**config.mk**
```make
export PLATFORM = sky130hd
export DESIGN_NAME = sdrc_bank_arb_flat
export DESIGN_NICKNAME = d
export VERILOG_FILES = /design/src/rtl/sdrc_bank_arb_pkg.sv /design/src/rtl/sdrc_bank_arb_if.sv /design/src/rtl/sdrc_rr_pick.sv /design/src/rtl/sdrc_bank_arb.sv /design/src/flat_wrapper.sv
export SDC_FILE = /design/constraint.sdc
export NUM_CORES = 1
export LEC_CHECK = 0
export ABC_AREA = 1
export BUFFER_PORTS_ARGS = -buffer_cell sky130_fd_sc_hd__buf_2
export CAP_MARGIN = 25
export CORE_MARGIN = 5
export CORE_UTILIZATION = 40
export CTS_CLUSTER_SIZE = 28
export DETAILED_ROUTE_END_ITERATION = 10
export PLACE_DENSITY = 0.85
export RECOVER_POWER = 25
export SYNTH_ARGS = -nofsm -noshare
export SYNTH_HDL_FRONTEND = slang
export SYNTH_SLANG_ARGS = --single-unit
```
**constraint.sdc**
```tcl
create_clock -name clk -period 5 [get_ports clk]
set_input_delay 1 -clock clk [delete_from_list [all_inputs] [get_ports clk]]
set_output_delay 1 -clock clk [all_outputs]
set_load 0.005 [all_outputs]
```
**src/rtl/sdrc_bank_arb_pkg.sv**
```systemverilog
// Shared definitions for the SDRAM bank arbiter: command and state encodings, default widths.
package sdrc_bank_arb_pkg;

    localparam int SDR_REQ_ID_W = 4;
    localparam int REQ_BW_DEF   = 12;
    localparam int NB_DEF       = 4;

    typedef enum logic [1:0] {
        OP_PRE = 2'd0,
        OP_ACT = 2'd1,
        OP_RD  = 2'd2,
        OP_WR  = 2'd3
    } sdr_op_e;

    typedef enum logic {
        ST_IDLE = 1'b0,
        ST_LOCK = 1'b1
    } arb_state_e;

    // Data-transfer commands outrank bank open/close when priority is enabled.
    function automatic logic is_xfr_op(input logic [1:0] cmd);
        return (cmd == OP_RD) || (cmd == OP_WR);
    endfunction

endpackage

```
**src/rtl/sdrc_bank_arb_if.sv**
```systemverilog
// Bank-to-arbiter request bus and arbiter-to-xfr_ctl request bus.
interface sdrc_bank_arb_if #(
    parameter int REQ_BW       = sdrc_bank_arb_pkg::REQ_BW_DEF,
    parameter int SDR_REQ_ID_W = sdrc_bank_arb_pkg::SDR_REQ_ID_W,
    parameter int NB           = sdrc_bank_arb_pkg::NB_DEF
);
    logic [NB-1:0]              b2a_req;
    logic [2*NB-1:0]            b2a_cmd;
    logic [12*NB-1:0]           b2a_addr;
    logic [REQ_BW*NB-1:0]       b2a_len;
    logic [SDR_REQ_ID_W*NB-1:0] b2a_id;
    logic [NB-1:0]              b2a_start;
    logic [NB-1:0]              b2a_last;
    logic [NB-1:0]              b2a_wrap;
    logic [NB-1:0]              a2b_ack;

    logic                       a2x_req;
    logic [1:0]                 a2x_cmd;
    logic [1:0]                 a2x_ba;
    logic [11:0]                a2x_addr;
    logic [REQ_BW-1:0]          a2x_len;
    logic [SDR_REQ_ID_W-1:0]    a2x_id;
    logic                       a2x_start;
    logic                       a2x_last;
    logic                       a2x_wrap;
    logic                       x2a_ack;
    logic                       x2a_ref_pend;

    modport slave (
        input  b2a_req, b2a_cmd, b2a_addr, b2a_len, b2a_id, b2a_start, b2a_last, b2a_wrap,
        input  x2a_ack, x2a_ref_pend,
        output a2b_ack,
        output a2x_req, a2x_cmd, a2x_ba, a2x_addr, a2x_len, a2x_id, a2x_start, a2x_last, a2x_wrap
    );

    modport master (
        output b2a_req, b2a_cmd, b2a_addr, b2a_len, b2a_id, b2a_start, b2a_last, b2a_wrap,
        output x2a_ack, x2a_ref_pend,
        input  a2b_ack,
        input  a2x_req, a2x_cmd, a2x_ba, a2x_addr, a2x_len, a2x_id, a2x_start, a2x_last, a2x_wrap
    );
endinterface

```
**src/rtl/sdrc_rr_pick.sv**
```systemverilog
// Four-way round-robin picker: first asserted request at or after ptr (mod 4).
module sdrc_rr_pick (
    input  logic [3:0] req,
    input  logic [1:0] ptr,
    output logic       valid,
    output logic [1:0] idx
);
    always_comb begin
        valid = |req;
        idx   = ptr;
        // Walk from farthest to nearest so the nearest requester overwrites last.
        for (int k = 3; k >= 0; k--) begin
            if (req[ptr + 2'(k)]) begin
                idx = ptr + 2'(k);
            end
        end
    end
endmodule

```
**src/rtl/sdrc_bank_arb.sv**
```systemverilog
// Round-robin bank request arbiter feeding xfr_ctl, with lock-until-ack handshake.
// Optional RD/WR-over-PRE/ACT priority selected by `define SDRC_BANK_ARB_RDWR_PRIO_EN.
module sdrc_bank_arb #(
    parameter int REQ_BW       = sdrc_bank_arb_pkg::REQ_BW_DEF,
    parameter int SDR_REQ_ID_W = sdrc_bank_arb_pkg::SDR_REQ_ID_W,
    parameter int NB           = sdrc_bank_arb_pkg::NB_DEF
) (
    input  logic          clk,
    input  logic          reset_n,
    sdrc_bank_arb_if.slave bus
);
    import sdrc_bank_arb_pkg::*;

    arb_state_e state_reg, state_next;
    logic [1:0] rr_ptr_reg, rr_ptr_next;
    logic [1:0] lock_idx_reg, lock_idx_next;

    logic       pick_valid;
    logic [1:0] pick_idx;
    logic       grant_req;
    logic [1:0] grant_idx;
    logic [1:0] sel_idx;

    logic [1:0]              cmd_arr   [NB];
    logic [11:0]             addr_arr  [NB];
    logic [REQ_BW-1:0]       len_arr   [NB];
    logic [SDR_REQ_ID_W-1:0] id_arr    [NB];

    genvar gi;
    generate
        for (gi = 0; gi < NB; gi++) begin : g_bank
            assign cmd_arr[gi]     = bus.b2a_cmd[2*gi +: 2];
            assign addr_arr[gi]    = bus.b2a_addr[12*gi +: 12];
            assign len_arr[gi]     = bus.b2a_len[REQ_BW*gi +: REQ_BW];
            assign id_arr[gi]      = bus.b2a_id[SDR_REQ_ID_W*gi +: SDR_REQ_ID_W];
            assign bus.a2b_ack[gi] = bus.x2a_ack && grant_req && (grant_idx == 2'(gi));
        end
    endgenerate

`ifdef SDRC_BANK_ARB_RDWR_PRIO_EN
    logic [NB-1:0] xfr_mask;
    logic          xfr_valid, oth_valid;
    logic [1:0]    xfr_idx, oth_idx;

    generate
        for (gi = 0; gi < NB; gi++) begin : g_class
            assign xfr_mask[gi] = is_xfr_op(cmd_arr[gi]);
        end
    endgenerate

    // Both classes share rr_ptr so fairness carries across class changes.
    sdrc_rr_pick u_pick_xfr (
        .req   (bus.b2a_req & xfr_mask),
        .ptr   (rr_ptr_reg),
        .valid (xfr_valid),
        .idx   (xfr_idx)
    );

    sdrc_rr_pick u_pick_oth (
        .req   (bus.b2a_req & ~xfr_mask),
        .ptr   (rr_ptr_reg),
        .valid (oth_valid),
        .idx   (oth_idx)
    );

    assign pick_valid = xfr_valid | oth_valid;
    assign pick_idx   = xfr_valid ? xfr_idx : oth_idx;
`else
    sdrc_rr_pick u_pick (
        .req   (bus.b2a_req),
        .ptr   (rr_ptr_reg),
        .valid (pick_valid),
        .idx   (pick_idx)
    );
`endif

    always_comb begin
        grant_idx = pick_idx;
        grant_req = pick_valid && !bus.x2a_ref_pend;
        // A locked handshake keeps its bank and ignores refresh until it resolves.
        if (state_reg == ST_LOCK) begin
            grant_idx = lock_idx_reg;
            grant_req = bus.b2a_req[lock_idx_reg];
        end
        sel_idx = grant_req ? grant_idx : 2'd0;
    end

    assign bus.a2x_req   = grant_req;
    assign bus.a2x_ba    = sel_idx;
    assign bus.a2x_cmd   = cmd_arr[sel_idx];
    assign bus.a2x_addr  = addr_arr[sel_idx];
    assign bus.a2x_len   = len_arr[sel_idx];
    assign bus.a2x_id    = id_arr[sel_idx];
    assign bus.a2x_start = bus.b2a_start[sel_idx];
    assign bus.a2x_last  = bus.b2a_last[sel_idx];
    assign bus.a2x_wrap  = bus.b2a_wrap[sel_idx];

    always_comb begin
        state_next    = state_reg;
        rr_ptr_next   = rr_ptr_reg;
        lock_idx_next = lock_idx_reg;
        if (bus.x2a_ack && grant_req) begin
            rr_ptr_next = grant_idx + 2'd1;
        end
        case (state_reg)
            ST_IDLE: begin
                if (grant_req && !bus.x2a_ack) begin
                    state_next    = ST_LOCK;
                    lock_idx_next = grant_idx;
                end
            end
            ST_LOCK: begin
                if (bus.x2a_ack || !bus.b2a_req[lock_idx_reg]) begin
                    state_next = ST_IDLE;
                end
            end
            default: state_next = ST_IDLE;
        endcase
    end

    always_ff @(posedge clk) begin
        if (!reset_n) begin
            state_reg    <= ST_IDLE;
            rr_ptr_reg   <= 2'd0;
            lock_idx_reg <= 2'd0;
        end else begin
            state_reg    <= state_next;
            rr_ptr_reg   <= rr_ptr_next;
            lock_idx_reg <= lock_idx_next;
        end
    end

endmodule

```
**src/flat_wrapper.sv**
```systemverilog
// flat-port wrapper written by rule: the top's interface ports become plain ports
module sdrc_bank_arb_flat import sdrc_bank_arb_pkg::*;
#(
    parameter int REQ_BW       = sdrc_bank_arb_pkg::REQ_BW_DEF,
    parameter int SDR_REQ_ID_W = sdrc_bank_arb_pkg::SDR_REQ_ID_W,
    parameter int NB           = sdrc_bank_arb_pkg::NB_DEF
)
  (clk, reset_n, bus_b2a_req, bus_b2a_cmd, bus_b2a_addr, bus_b2a_len, bus_b2a_id, bus_b2a_start, bus_b2a_last, bus_b2a_wrap, bus_x2a_ack, bus_x2a_ref_pend, bus_a2b_ack, bus_a2x_req, bus_a2x_cmd, bus_a2x_ba, bus_a2x_addr, bus_a2x_len, bus_a2x_id, bus_a2x_start, bus_a2x_last, bus_a2x_wrap);
  sdrc_bank_arb_if #(.REQ_BW(REQ_BW), .SDR_REQ_ID_W(SDR_REQ_ID_W), .NB(NB)) bus_i ();
  input  logic clk;
  input  logic reset_n;
  input wire logic [$bits(bus_i.b2a_req)-1:0] bus_b2a_req;
  input wire logic [$bits(bus_i.b2a_cmd)-1:0] bus_b2a_cmd;
  input wire logic [$bits(bus_i.b2a_addr)-1:0] bus_b2a_addr;
  input wire logic [$bits(bus_i.b2a_len)-1:0] bus_b2a_len;
  input wire logic [$bits(bus_i.b2a_id)-1:0] bus_b2a_id;
  input wire logic [$bits(bus_i.b2a_start)-1:0] bus_b2a_start;
  input wire logic [$bits(bus_i.b2a_last)-1:0] bus_b2a_last;
  input wire logic [$bits(bus_i.b2a_wrap)-1:0] bus_b2a_wrap;
  input wire logic [$bits(bus_i.x2a_ack)-1:0] bus_x2a_ack;
  input wire logic [$bits(bus_i.x2a_ref_pend)-1:0] bus_x2a_ref_pend;
  output wire logic [$bits(bus_i.a2b_ack)-1:0] bus_a2b_ack;
  output wire logic [$bits(bus_i.a2x_req)-1:0] bus_a2x_req;
  output wire logic [$bits(bus_i.a2x_cmd)-1:0] bus_a2x_cmd;
  output wire logic [$bits(bus_i.a2x_ba)-1:0] bus_a2x_ba;
  output wire logic [$bits(bus_i.a2x_addr)-1:0] bus_a2x_addr;
  output wire logic [$bits(bus_i.a2x_len)-1:0] bus_a2x_len;
  output wire logic [$bits(bus_i.a2x_id)-1:0] bus_a2x_id;
  output wire logic [$bits(bus_i.a2x_start)-1:0] bus_a2x_start;
  output wire logic [$bits(bus_i.a2x_last)-1:0] bus_a2x_last;
  output wire logic [$bits(bus_i.a2x_wrap)-1:0] bus_a2x_wrap;
  assign bus_i.b2a_req = bus_b2a_req;
  assign bus_i.b2a_cmd = bus_b2a_cmd;
  assign bus_i.b2a_addr = bus_b2a_addr;
  assign bus_i.b2a_len = bus_b2a_len;
  assign bus_i.b2a_id = bus_b2a_id;
  assign bus_i.b2a_start = bus_b2a_start;
  assign bus_i.b2a_last = bus_b2a_last;
  assign bus_i.b2a_wrap = bus_b2a_wrap;
  assign bus_i.x2a_ack = bus_x2a_ack;
  assign bus_i.x2a_ref_pend = bus_x2a_ref_pend;
  assign bus_a2b_ack = bus_i.a2b_ack;
  assign bus_a2x_req = bus_i.a2x_req;
  assign bus_a2x_cmd = bus_i.a2x_cmd;
  assign bus_a2x_ba = bus_i.a2x_ba;
  assign bus_a2x_addr = bus_i.a2x_addr;
  assign bus_a2x_len = bus_i.a2x_len;
  assign bus_a2x_id = bus_i.a2x_id;
  assign bus_a2x_start = bus_i.a2x_start;
  assign bus_a2x_last = bus_i.a2x_last;
  assign bus_a2x_wrap = bus_i.a2x_wrap;
  sdrc_bank_arb #(.REQ_BW(REQ_BW), .SDR_REQ_ID_W(SDR_REQ_ID_W), .NB(NB)) u_core (.clk(clk), .reset_n(reset_n), .bus(bus_i));
endmodule
```
# ---- Word-level counts from Yosys, hierarchy flattened
# Cells that the tools add are included.
dict set report word_totals {
  out_inout_bits 40
  regBits 5
}
dict set report op_classes {
  n_addsub 4
  n_reduce_logical 14
  order_cmp 7
  bitwise_logic 2
  n_eq_ne 3
  muxes 38
}
# operator n
set op_table {}
lappend op_table {{12-bit binary-select mux with 2-bit select} 2}
lappend op_table {{12-bit two-way mux} 4}
lappend op_table {{2-bit by 3-bit < comparator with 1-bit output, second input constant} 6}
lappend op_table {{1-bit binary-select mux with 2-bit select} 8}
lappend op_table {{2-bit two-way mux} 8}
lappend op_table {{1-bit two-way mux} 11}
lappend op_table {{4-bit binary-select mux with 2-bit select} 1}
lappend op_table {{4-bit two-way mux} 2}
lappend op_table {{1-bit logical AND} 7}
lappend op_table {{2-bit by 1-bit adder with 2-bit output, second input constant} 2}
lappend op_table {{2-bit adder, second input constant} 2}
lappend op_table {{2-bit binary-select mux with 2-bit select} 1}
lappend op_table {{2-bit equality test, second input constant} 2}
lappend op_table {{4-bit OR reduction} 1}
lappend op_table {{3-bit greater-or-equal comparator, second input constant} 1}
lappend op_table {{1-bit zero test} 3}
lappend op_table {{2-bit NOT with 3-bit output} 1}
lappend op_table {{2-bit by 1-bit equality test with 1-bit output, second input constant} 1}
lappend op_table {{2-bit zero test} 1}
lappend op_table {{1-bit case mux with 2 select lines} 1}
lappend op_table {{2-bit AND reduction} 1}
lappend op_table {{1-bit logical OR} 1}
lappend op_table {{1-bit NOT} 1}

# ---- Logic depth before layout (Yosys ltp)
# Gate-level depths: netlist of the first run.
dict set report logic_depth {
  ltp_word 13
  depth_mapped 17
  mapped_depth_nobuf 15
}

# ---- By module
# Synthesis of the first run repeated with hierarchy kept, for this count alone.
dict set report hier_totals {
  cells_unflattened 494
  area_unflattened_um2 2264.7
}
# module instances area_each_um2 cells_per_inst
set by_module_without_submodules {}
lappend by_module_without_submodules {sdrc_bank_arb 1 2047.0 444}
lappend by_module_without_submodules {sdrc_rr_pick 1 217.7 50}

# ---- Worst setup path after synthesis of the first run
# OpenSTA, ideal clock, no wires.
dict set report synth_timing {
  path_type {input to output}
  from {input bus_b2a_req[3]}
  to {output bus_a2b_ack[1]}
  slack_ns 1.785
  n_path_buf 1
  arrival_time_ns 2.215
  path_stages 16
  t_required_ns 4.000
  path_cell_list {inv_1 > nand2_1 > nand3_1 > nand2_1 > inv_1 > nand2_1 > nand2_1 > nand2_1 > nand2_1 > nand3_2 > buf_4 > nand2_1 > inv_1 > ha_1 > inv_1 > nor2_1}
}
dict set report synth_via {
  elab_chain_len 9
  word_cells_on_any_way 21
  classes_between {eq/ne: 1; mux: 16; reduce/logical: 4}
}
# item line_no
set synth_lines {}
lappend synth_lines {{start: declaration} flat_wrapper.sv:12} ;# input wire logic [$bits(bus_i.b2a_req)-1:0] bus_b2a_req;
lappend synth_lines {{1-bit binary-select mux with 2-bit select} sdrc_rr_pick.sv:13} ;# if (req[ptr + 2'(k)]) begin
lappend synth_lines {{1-bit two-way mux (not written as such)} sdrc_rr_pick.sv:13}
lappend synth_lines {{2-bit two-way mux (3 in a row)} sdrc_rr_pick.sv:13}
lappend synth_lines {{2-bit two-way mux (*)} sdrc_rr_pick.sv:13}
lappend synth_lines {{2-bit two-way mux (*)} sdrc_bank_arb.sv:81} ;# if (state_reg == ST_LOCK) begin
lappend synth_lines {{via u_core.grant_idx[0]} sdrc_bank_arb.sv:21} ;# logic [1:0] grant_idx;
lappend synth_lines {{2-bit by 1-bit equality test with 1-bit output (*)} sdrc_bank_arb.sv:36} ;# assign bus.a2b_ack[gi] = bus.x2a_ack && grant_req && (grant_idx == 2'(gi));
lappend synth_lines {{1-bit logical AND (*)} sdrc_bank_arb.sv:36}
lappend synth_lines {{end: declaration} flat_wrapper.sv:22} ;# output wire logic [$bits(bus_i.a2b_ack)-1:0] bus_a2b_ack;
# Mark *: on every way through the listed nets, which the timed path passes. The rest lies on a longest branch. The select of a mux whose other input is x is not followed.

# ---- Final worst setup path of the first run
dict set report layout_timing {
  from {input bus_b2a_req[3]}
  to {output bus_a2x_addr[7]}
}
dict set report layout_via {
  elab_chain_len 12
  word_cells_on_any_way 23
  classes_between {mux: 20; bitwise: 1; reduce/logical: 2}
}
# item line_no
set layout_lines {}
lappend layout_lines {{1-bit binary-select mux with 2-bit select} sdrc_rr_pick.sv:13}
lappend layout_lines {{1-bit two-way mux (not written as such)} sdrc_rr_pick.sv:13}
lappend layout_lines {{2-bit two-way mux (4 in a row)} sdrc_rr_pick.sv:13}
lappend layout_lines {{2-bit two-way mux} sdrc_bank_arb.sv:81}
lappend layout_lines {{2-bit two-way mux (*)} sdrc_bank_arb.sv:85} ;# sel_idx = grant_req ? grant_idx : 2'd0;
lappend layout_lines {{2-bit NOT with 3-bit output (not written as such) (*)} sdrc_bank_arb.sv:91} ;# assign bus.a2x_addr = addr_arr[sel_idx];
lappend layout_lines {{12-bit binary-select mux with 2-bit select (*)} sdrc_bank_arb.sv:91}
lappend layout_lines {{12-bit two-way mux (not written as such) (*) (2 in a row)} sdrc_bank_arb.sv:91}
lappend layout_lines {{end: declaration} flat_wrapper.sv:26} ;# output wire logic [$bits(bus_i.a2x_addr)-1:0] bus_a2x_addr;
# Every way passes the cells marked *; elsewhere a longest branch is shown, timed or not. The select of a mux whose other input is x is not followed.

==> results.tsv, run 1 <==
stage	metric	value	unit
pwr	leakage	0.00235	uW
synth	Syn. warnings	0	
cts	clock slew at reported path FFs	0.03	ns
outcome	status	completed	
pwr	pwr dens	195	nW/um2
hold_path	Cells on Worst Hold Path	2	
synth	Seq/Total Area, Yosys	4.20	%
route	DR vias/cell	4.90	
cts	hold_buf cts	0	
synth	Synthesized Nets	649	
die	Die Y	87.2	um
placement	Setup WS pre-CTS	0.760	ns
placement	DP HPWL	6600	um
synth	Mapped Area	2380	um2
cts	clock tree buffer depth	2	
placement	Post-DP Area	3230	um2
timing	RSZ-0062 raised after global routing	no	
cells_and_area	area added between synthesis and finish	37.1	%
cells_and_area	Total Nets Final	803	
timing	Setup Viol. Count Final	0	
route	drt pass-1 iters	5	
cts	clock latency at the later pin of the worst-skew pair	0.23	ns
timing	Fmax	229	MHz
hold_path	HP Start	u_core.rr_ptr_reg[1]	
worst_setup_path	R2R Setup Slk	2.19	ns
die	Site Rows	28	
synth	Synth Instances	505	
job	max cap viols	0	
worst_setup_path	worst reg2reg path endpoint	u_core.rr_ptr_reg[1]	
timing	Setup TNS	0	ns
global_routing	grt total ovfl	0	
worst_setup_path	reg2reg start	u_core.rr_ptr_reg[0]	
cts	CTS Sinks	5	
placement	Port Buf Inserts	179	
cells_and_area	leading cell type in the layout, fill and taps excluded	buf_2	
pwr	Peak VDD IR	0.135	mV
die	Chip Width	87.2	um
timing	fin. max-slew vios	0	
worst_setup_path	critical path class	input port to primary output	
timing	relative slew slack	38.3	%
route	drt total wl	8540	um
cells_and_area	cell area after layout	3270	um2
synth	Synth Register Bits	5	
synth	Yosys cell types	21	
timing	minimum clock period	4.38	ns
die	die area	7600	um2
route	Via Count	3589	
cts	number of CTS-inserted buffers	3	
die	Ports	180	
timing	Hold Slack	0.576	ns
timing	clock skew	0.00128	ns
worst_setup_path	Max Fanout on Critical Path	36	
cts	CTS tree	built	
global_routing	vias in the first global route	3370	
worst_setup_path	startpoint type of the worst setup path	input port	
die	Initial Util	40.7	%
worst_setup_path	worst path arrival time	3.38	ns
global_routing	largest net degree at the start of global routing	39	
global_routing	initial antenna violation count	0	
timing	worst-margin pin slew	0.923	ns
placement	gp weighted congestion	0.942	
hold_path	Hold Crit Class	register to register	
cts	post_cts resized	0	
timing	Worst Slack Setup Final	0.625	ns
route	Final ANT Viol Nets	0	
cts	Root Buffer	clkbuf_8	
cts	H-tree Lvls	1	
route	routed len/inst	11.7	um
timing	final hold violations	0	
route	DRC Markers	0	
worst_setup_path	CP required	4.00	ns
cells_and_area	share of post-route cells with drive strength above 1	29.5	%
cts	Setup Buffers After CTS	0	
worst_setup_path	R2R cell count	14	
hold_path	worst hold endpoint	u_core.rr_ptr_reg[1]	
cells_and_area	# diodes	0	
global_routing	total track usage	20.9	%
cells_and_area	most frequent cells in the layout	buf_2, inv_1, nand2_1, nand3_1, nand4_1	
synth	Synth Area per Inst	4.72	um2
die	Core Area	5850	um2
route	DR iter-0 viols	193	
worst_setup_path	nature of the critical path endpoint	primary output	
global_routing	first-pass GRT wire length	13400	um
timing	Tcrit/Tclk final	87.5	%
[worst max-delay path, cell delays in order]
cell      delay (ns)
clkbuf_1        0.13
inv_1           0.09
o21ai_0         0.25
nand2_1         0.10
nand2_1         0.08
inv_2           0.04
nand2_1         0.07
nand2_1         0.05
nand2_1         0.06
nand3_2         0.52
nand3_2         0.23
buf_4           0.34
nand2_1         0.10
nand3_1         0.08
nand2_1         0.08
buf_2           0.12
[metal layers]
layer,global-route usage (%),part of all wire [%]
met1,23.3,40
met2,39.4,49
met3,2.55,9.7
met4,8.65,1.7
met5,0,0
[power by group]
group	switching, uW	internal [uW]
clock	22.1	54.9
combinational	309	200
sequential	6.04	43.9
total	337	299
[worst max-delay path by stage]
| stage | startpoint | end | cells past startpoint | slack [ns] |
|---|---|---|---|---|
| 3_3_place_gp | bus_b2a_req[3] | bus_a2x_cmd[0] | 17 | 0.85 |
| 4_1_cts | bus_b2a_req[3] | bus_a2x_addr[5] | 16 | 0.75 |
| 3_5_place_dp | bus_b2a_req[3] | bus_a2x_len[2] | 16 | 0.76 |
| 5_1_grt | bus_b2a_req[3] | bus_a2x_addr[9] | 16 | 0.27 |
| 2_1_floorplan | bus_b2a_req[3] | bus_a2b_ack[1] | 16 | 1.78 |
| 6_report | bus_b2a_req[3] | bus_a2x_addr[7] | 16 | 0.62 |
[synthesized netlist by cell type (all sizes together)]
cell type  number  share of area (%)
ha              4                2.1
nand3          78                 17
o21ai           9                1.9
nand2         136                 22
clkbuf         12                1.9
inv           159                 25
dfxtp           5                4.2
nor3            1               0.21
a21oi           7                1.9
buf            23                6.0
nor2            5               0.79
nand4          66                 17
[metrics by stage]
| stage | power [uW] | std cells | utilization [%] |
|---|---|---|---|
| 2_1_floorplan | 392 | 505 | - |
| 3_3_place_gp | 550 | 729 | 55.1 |
| 4_1_cts | 642 | 733 | 55.9 |
| 5_1_grt | 713 | 733 | 55.8 |
| 3_5_place_dp | 561 | 729 | 55.1 |
| 6_report | 636 | 733 | 55.8 |
[layout make-up]
cell class	instances	area, um2
fillers	606	2580
multi-input cells	306	1500
repair buffers	184	930
inverters	159	599
flip-flops and latches	5	100
well taps	75	93.8
clock buffers	4	45.0
[cell families (layout without fill, tap and decap cells)]
logic type	after synthesis	count (layout)	share of synthesized area, %
AO/OA/AOI/OAI	16	16	3.83
buffers and inverters	194	347	33.0
AND/OR/NAND/NOR	286	286	56.9
flip-flops	5	5	4.20
adder cells (fa/ha/maj)	4	4	2.10
(Power assumes the default switching activity.)
==> run 2: changes to the inputs <==
- PLACE_DENSITY: 0.85 -> not set
- PLACE_DENSITY_LB_ADDON: not set -> 0.05
- REMOVE_ABC_BUFFERS: not set -> 1
==> run 2 against run 1 <==
  * Power rose by 0.24%
  * Routed wire length rose by 3.8%
  * Critical path depth fell by 1
  * Non-clock buffer count rose by 1
  * Sequential power barely moved
  * Maximum frequency rose by 0.26%
  * Cell area barely moved
  * Worst hold slack improved by 0.013 ns
  * Highest routed layer unchanged
==> results.tsv, run 2 (synthesized netlist as in run 1, its figures left out) <==
stage	metric	value	unit
cells_and_area	cell area after layout	3270	um2
route	routed len/inst	12.1	um
cells_and_area	area added between synthesis and finish	37.0	%
route	Final ANT Viol Nets	0	
cts	clock tree buffer depth	2	
die	Initial Util	40.7	%
global_routing	grt total ovfl	0	
global_routing	first-pass GRT wire length	13900	um
worst_setup_path	Top Family by Delay on Critical Path	compound AO/OA/AOI/OAI gates	
route	drt total wl	8870	um
cts	H-tree Lvls	1	
cells_and_area	share of post-route cells with drive strength above 1	29.3	%
cells_and_area	leading cell type in the layout, fill and taps excluded	buf_2	
die	Ports	180	
pwr	Peak VDD IR	0.102	mV
timing	Setup Viol. Count Final	0	
worst_setup_path	nature of the critical path endpoint	primary output	
timing	minimum clock period	4.36	ns
cts	CTS Sinks	5	
global_routing	largest net degree at the start of global routing	46	
die	Site Rows	28	
cts	CTS tree	built	
worst_setup_path	R2R Setup Slk	2.34	ns
worst_setup_path	crit-path most repeated cell	nand2_1	
cells_and_area	most frequent cells in the layout	buf_2, inv_1, nand2_1, nand3_1, nand4_1	
worst_setup_path	critical path class	input port to primary output	
die	Die Y	87.2	um
timing	relative slew slack	25.2	%
worst_setup_path	Max stage delay on crit path	0.88	ns
route	DR vias/cell	4.85	
cells_and_area	# diodes	0	
job	max cap viols	0	
timing	RSZ-0062 raised after global routing	no	
worst_setup_path	worst-path cell chain	clkbuf_1 > inv_1 > o21ai_0 > nand2_1 > nand2_1 > inv_2 > nand3_1 > nand2_1 > nand2_1 > nand3_2 > a21oi_2 > buf_4 > nand3_1 > nand2_1 > buf_2	
route	DR iter-0 viols	155	
cts	number of CTS-inserted buffers	3	
route	DRC Markers	0	
timing	Fmax	229	MHz
die	Core Area	5850	um2
die	die area	7600	um2
cells_and_area	fill cell count	665	
outcome	status	completed	
placement	gp weighted congestion	0.899	
cts	hold_buf cts	0	
worst_setup_path	worst path arrival time	3.36	ns
route	Via Count	3562	
worst_setup_path	CP max stage cell	a21oi_2	
die	Chip Width	87.2	um
hold_path	worst hold endpoint	u_core.rr_ptr_reg[1]	
cts	post_cts resized	0	
worst_setup_path	Max Fanout on Critical Path	22	
hold_path	Cells on Worst Hold Path	2	
hold_path	Hold Crit Class	register to register	
worst_setup_path	startpoint type of the worst setup path	input port	
worst_setup_path	worst reg2reg path endpoint	u_core.rr_ptr_reg[1]	
global_routing	vias in the first global route	3333	
worst_setup_path	buffers and inverters on the worst path	5	
cts	clock latency at the later pin of the worst-skew pair	0.22	ns
cts	clock slew at reported path FFs	0.03	ns
route	drt pass-1 iters	4	
pwr	pwr dens	195	nW/um2
worst_setup_path	Critical Path Stages	15	
timing	Tcrit/Tclk final	87.3	%
timing	fin. max-slew vios	0	
worst_setup_path	CP required	4.00	ns
global_routing	total track usage	21.8	%
cells_and_area	Total Nets Final	804	
timing	final hold violations	0	
placement	Post-DP Area	3230	um2
hold_path	HP Start	u_core.rr_ptr_reg[1]	
global_routing	initial antenna violation count	0	
placement	Port Buf Inserts	179	
worst_setup_path	R2R cell count	14	
timing	clock skew	0.00165	ns
timing	worst-margin pin slew	1.12	ns
timing	Setup TNS	0	ns
cts	Root Buffer	clkbuf_8	
pwr	leakage	0.00236	uW
cts	Setup Buffers After CTS	0	
worst_setup_path	reg2reg start	u_core.rr_ptr_reg[0]	
placement	DP HPWL	6820	um
[run 2: cell types whose count changed in the layout (fill, tap and decap cells not counted), sizes merged]
cell,previous run,this run
buf,180,181
[run 2: metrics by stage]
step	instances	worst slack, ns	power (uW)	hold WS (ns)	utilization [%]
after floorplan	470	0.586	353	0.514	-
after CTS	734	0.806	647	0.576	56.0
after global routing	734	0.339	716	0.612	55.8
after detailed placement	730	0.825	567	0.573	55.3
after global placement	730	0.897	564	0.562	55.3
final	734	0.636	637	0.590	55.8
[run 2: worst register-to-register path, stage by stage (launching register included)]
cell and delay [ns]:
dfxtp_1 0.53, inv_4 0.10, nand2_1 0.07, nand2_1 0.06
nand2_1 0.09, nand2_1 0.06, nand2_1 0.06, nand2_1 0.06
nand3_1 0.08, nand3_2 0.46, nand2_1 0.34, inv_1 0.12
ha_1 0.30, o21ai_0 0.17, a21oi_1 0.05
[run 2: area by class of cell]
cell class	count	area [um2]	share of cell area (%)
multi-input combinational	306	1490	45.7
timing repair buffer	185	936	28.7
inverter	159	599	18.4
sequential	5	100	3.07
tap	75	93.8	2.87
clock buffer	4	45.0	1.38
[run 2: how the worst max path moves through the flow]
stage | from | to | slack [ns]
after floorplan | bus_b2a_req[3] | bus_a2x_addr[0] | 0.59
after CTS | bus_b2a_req[3] | bus_a2x_cmd[0] | 0.81
final | bus_b2a_req[3] | bus_a2x_len[9] | 0.64
after global placement | bus_b2a_req[3] | bus_a2x_id[1] | 0.90
after detailed placement | bus_b2a_req[3] | bus_a2x_id[0] | 0.82
after global routing | bus_b2a_req[3] | bus_a2x_addr[9] | 0.34
[run 2: where the power goes]
| group | leakage [uW] | switching, uW | internal [uW] |
|---|---|---|---|
| clock | 0.0000228 | 20.3 | 54.8 |
| sequential | 0.0000412 | 5.96 | 44.0 |
| combinational | 0.00229 | 311 | 201 |
[run 2: per-layer routing]
layer / share of wire, % / vias up / track usage, %
met5: 0 / - / 0
li1: - / 1864 / -
met4: 1.4 / 0 / 5.72
met3: 10 / 11 / 4.35
met1: 40 / 1522 / 24.3
met2: 49 / 165 / 41.5
